<file path="src/rtl/boot_ctrl.sv">
// boot_ctrl: boot/halt controller that owns the core reset and muxes the memory port between core and host.
// Define BOOT_CTRL_HOLD_ON_RESET_EN to leave the core halted after reset until the host releases it.
module boot_ctrl #(
    parameter int AW    = 30,
    parameter int CNT_W = 32
) (
    input  logic             clock,
    input  logic             reset,
    input  logic             halt_req,
    output logic             halted,
    input  logic             host_req,
    input  logic             host_we,
    input  logic [AW-1:0]    host_addr,
    input  logic [31:0]      host_data_w,
    input  logic [3:0]       host_mask_w,
    output logic             host_ack,
    output logic [31:0]      host_data_r,
    output logic             cpu_reset,
    input  logic [AW-1:0]    cpu_addr,
    input  logic [31:0]      cpu_data_w,
    input  logic [3:0]       cpu_mask_w,
    output logic [AW-1:0]    mem_addr,
    output logic [31:0]      mem_data_w,
    output logic [3:0]       mem_mask_w,
    input  logic [31:0]      mem_data_r,
    output logic [CNT_W-1:0] run_count
);

    typedef enum logic [3:0] {
        S_RUN     = 4'b0001,
        S_HALT    = 4'b0010,
        S_ACK     = 4'b0100,
        S_RELEASE = 4'b1000
    } state_t;

`ifdef BOOT_CTRL_HOLD_ON_RESET_EN
    localparam state_t RST_STATE = S_HALT;
`else
    localparam state_t RST_STATE = S_RELEASE;
`endif

    state_t           state;
    state_t           state_nxt;
    logic [CNT_W-1:0] cnt_nxt;
    logic             host_sel;
    logic             host_wr;
    logic             ack_c;

    function automatic logic [CNT_W-1:0] sat_inc(input logic [CNT_W-1:0] v);
        return (&v) ? v : v + {{(CNT_W-1){1'b0}}, 1'b1};
    endfunction

    always_ff @(posedge clock) begin
        if (reset) begin
            state     <= RST_STATE;
            run_count <= '0;
        end else begin
            state     <= state_nxt;
            run_count <= cnt_nxt;
        end
    end

    always_comb begin
        state_nxt = state;
        cnt_nxt   = run_count;
        host_sel  = 1'b0;
        host_wr   = 1'b0;
        ack_c     = 1'b0;
        case (state)
            S_RUN: begin
                cnt_nxt = sat_inc(run_count);
                if (halt_req)
                    state_nxt = S_HALT;
            end
            S_HALT: begin
                host_sel = 1'b1;
                if (host_req) begin
                    host_wr   = host_we;
                    state_nxt = S_ACK;
                end else if (!halt_req) begin
                    cnt_nxt   = '0;
                    state_nxt = S_RELEASE;
                end
            end
            S_ACK: begin
                // The write lane already fired in HALT; ACK only completes the handshake.
                host_sel  = 1'b1;
                ack_c     = 1'b1;
                state_nxt = S_HALT;
            end
            S_RELEASE: begin
                state_nxt = S_RUN;
            end
            default: begin
                state_nxt = RST_STATE;
            end
        endcase
    end

    assign cpu_reset   = reset | (state != S_RUN);
    assign halted      = (state == S_HALT) | (state == S_ACK);
    assign host_ack    = ack_c & ~reset;
    assign host_data_r = mem_data_r;
    assign mem_addr    = host_sel ? host_addr : cpu_addr;
    assign mem_data_w  = host_sel ? host_data_w : cpu_data_w;

    // Reset overrides both sources so no lane can fire while the controller is being reset.
    always_comb begin
        mem_mask_w = 4'b0000;
        if (!reset) begin
            if (host_sel)
                mem_mask_w = host_wr ? host_mask_w : 4'b0000;
            else
                mem_mask_w = cpu_mask_w;
        end
    end

endmodule

</file>
<file path="config.mk">
export PLATFORM = sky130hd
export DESIGN_NAME = boot_ctrl
export DESIGN_NICKNAME = d
export VERILOG_FILES = /design/src/rtl/boot_ctrl.sv
export SDC_FILE = /design/constraint.sdc
export NUM_CORES = 1
export LEC_CHECK = 0
export CAP_MARGIN = 40
export CORE_AREA = 2 2 118 120
export CTS_BUF_LIST = sky130_fd_sc_hd__clkbuf_8
export DETAILED_ROUTE_END_ITERATION = 8
export DIE_AREA = 0 0 120 122
export DONT_BUFFER_PORTS = 1
export PLACE_DENSITY = 0.4
export SLEW_MARGIN = 5
export SYNTH_ARGS = -nofsm -noshare
export SYNTH_HDL_FRONTEND = slang
export SYNTH_SLANG_ARGS = --single-unit
</file>
<file path="constraint.sdc">
create_clock -name clock -period 4.5 [get_ports clock]
set_clock_uncertainty 0.2 [all_clocks]
set_input_delay 1.35 -clock clock [delete_from_list [all_inputs] [get_ports clock]]
set_output_delay 1.35 -clock clock [all_outputs]
set_load 0.02 [all_outputs]
</file>
==> reports/metrics.cfg <==
[cts]
cts_buffers=5
post-cts-setup-buffer-count=0
insertion_delay_ns=0.29
ctsLongestPathBuffers=2
cts_resized=0
clock_sinks=36
tritoncts=built
postCtsHoldBufs=0
path_clk_slew_ns=0.08
htree_levels=2
cts-root-buf=clkbuf_8

[worst_setup_path]
crit_top_cell=nand2_1
startpoint_type=flop
crit_path_top_delay_cell=dfxtp_1
timing.rr.start=run_count[0]
reg2reg_depth=6
worst_path_largest_cell_delay_ns=0.56
worst_ep_arrival_time_ns=2.34
critical_path_class=reg -> out
path_cells=nand2b_1 > a211o_2 > inv_2 > buf_4 > nand2_1 > nand2_1
worstSetupStartpoint=state[2]
path_max_fanout=23
crit_path_end_kind=output pin
crit_required_ns=2.95
reg2reg_slack_ns=1.52
worstReg2RegEnd=run_count[26]

[synthesis]
synth-edff-count=0
seq_area_frac_synth=0.226
yosys_warnings=0
synth_nets=672
async_reset_ff_frac=0
netlist_instances=502
synth_top_flop_cell=dfxtp_1
syn_avg_cell_area_um2=6.36
ys_ff_latch=36
syn_area_um2=3190
synth_cell_types=44

[pwr]
p_switching_uw=242
p_comb_frac=0.186
seqPwrFrac=0.458
p_sw_frac=0.331
clockPowerShare=0.355
p_per_area_nw_per_um2=227
vdd.ir_drop.worst_v=0.0000965
p_leak_uw=0.00125
p_int_uw=490

[sta]
setup_tns_ns=0
worstMarginPinSlew_ns=0.740
finalSetupViolCount=0
slew_violations=0
hold_violations=0
fmax_mhz=257
slew_headroom=0.503
fin_crit_sh=0.866
period_minus_slack_ns=3.89
grt_setup_unrepaired=no

[global_routing]
grt_overflow=0
grt_pass1_vias=2841
grt_max_degree=67
grtUsageTotal=0.152
antenna_found_initial=0
grt_pass1_wl_um=16900

[floorplanning]
die_x_um=120
die_h_um=122
rows=43
start_util=0.236
core_area_um2=13500
num_io_pins=302
die_area_um2=14600

[drt]
drtIter0Drc=288
detail_route.wl_per_cell_um=19.1
wirelength_um=12100
remaining_drc_errors=0
drt_first_pass_iters=4
antenna_left=0
vias=3398
viasPerCell=5.34

[finish]
nNetsFinal=626
area_delta_synth_final_pct=0.901
drive_above_1_share=0.0570
multi_input_area_um2=2090
fin_util=0.239
fillCellCount=1507
ff_latch_area_um2=721
antenna_cells=0

[run]
cap_violations=0

[worst_hold_path]
hold_class=reg -> reg
whs_path_depth=2
holdPathEnd=run_count[29]
worstHoldStart=run_count[29]

[status]
outcome=finished, final reports clean

[placed_design]
dpl.hpwl_um=9740
port-buffer-count=0
gp_congestion=0.823

[cell type report]
type | instances | share of cell area
well taps | 180 | 0.0699
multi-input cells | 400 | 0.650
repair buffers | 10 | 0.0233
clock buffers | 7 | 0.0299
inverters | 3 | 0.00350
flip-flops and latches | 36 | 0.224
[per-stage QoR]
stage                     cells  hold slack [ns]  total power (uW)  setup slack (ns)  area [um^2]
final                       636            0.386               732             0.605         3220
after global routing        636            0.417               762             0.413         3220
after CTS                   636            0.390               742             0.623         3220
after detailed placement    629            0.379               480             0.937         3130
after global placement      629            0.371               480             0.973         3130
after floorplan             502            0.349               497             0.565         3190
[critical path: cells and delay by family, from the launching register on]
| family | cells | cell delay (ns) |
|---|---|---|
| buffers and inverters | 2 | 0.60 |
| AOI/OAI and AO/OA | 1 | 0.34 |
| and+or+nand+nor | 3 | 0.55 |
| DFF | 1 | 0.56 |
[cell usage after synthesis, types with 2 or more instances]
cell type  instances  area [um^2]
o311ai_0           9         78.8
nor4_1            11         68.8
a32o_1             3         30.0
and3_1             8         50.1
o31ai_1            6         45.0
and4_1             7         61.3
buf_4             34          255
mux2i_1           11          110
a22oi_1            4         30.0
o21ai_0            6         30.0
nor4b_4            2         47.6
clkbuf_1          25         93.8
o41ai_1            9         78.8
nand3_1           13         65.1
or4_1              6         45.0
a21oi_1           13         65.1
inv_1              2         7.51
dfxtp_1           36          721
nand2_1          215          807
clkbuf_2           2         10.0
nor2b_1            2         12.5
a31oi_1            4         25.0
nor2_1            16         60.1
nand2b_1          13         81.3
or3_1              6         37.5
nand4_1           10         62.6
nor3_1             8         40.0
and2_1             4         25.0
buf_2              2         10.0
[cells in the final DEF (no fill, tap or decap), types with 2 or more instances in the layout]
cell type	n
a21oi_1	13
a22oi_1	4
a31oi_1	4
a32o_1	3
and2_1	4
and3_1	8
and4_1	7
buf_4	10
clkbuf_8	7
dfxtp_1	36
inv_1	2
mux2i_1	11
nand2_1	215
nand2b_1	13
nand3_1	13
nand4_1	10
nor2_1	16
nor2b_1	2
nor3_1	8
nor4_1	11
nor4b_4	2
o21ai_0	6
o311ai_0	9
o31ai_1	6
o41ai_1	9
or3_1	6
or4_1	6
[per-layer routing]
| layer | share of wire | vias up | GRT usage |
|---|---|---|---|
| met5 | 0 | - | 0 |
| met4 | 0.019 | 0 | 0.0449 |
| met3 | 0.11 | 18 | 0.0543 |
| met2 | 0.44 | 201 | 0.229 |
| met1 | 0.43 | 1567 | 0.203 |
| li1 | - | 1612 | - |
[worst max path at each step]
stage / end / slack, ns / depth (start not counted)
after detailed placement: mem_mask_w[1] / 0.94 / 3
after CTS: mem_data_w[7] / 0.62 / 6
after global placement: mem_mask_w[1] / 0.97 / 3
after global routing: mem_data_w[8] / 0.41 / 6
final: mem_data_w[8] / 0.61 / 6
after floorplan: host_ack / 0.57 / 3
[logic make-up (layout without fill, tap and decap cells)]
family                     after synthesis  in the layout  share of synthesized area
and+or+nand+nor                        327            327                      0.478
buffers and inverters                   66             20                      0.119
adders and majority gates                1              1                    0.00392
muxes                                   11             11                     0.0345
xor gates and xnor gates                 1              1                    0.00274
AOI/OAI and AO/OA                       60             60                      0.136
DFF                                     36             36                      0.226
[registers in the layout, summed over array words and instances, names as in the netlist]
| name | cells |
|---|---|
| state | 4 |
| run_count | 32 |
[power groups by stage]
stage | logic [uW] | registers, uW | clock network, uW
after floorplan | 164 | 333 | 0
after global placement | 137 | 343 | 0
after detailed placement | 137 | 343 | 0
after CTS | 137 | 335 | 269
after global routing | 149 | 337 | 277
final | 136 | 336 | 260
(Power assumes the default switching activity.)
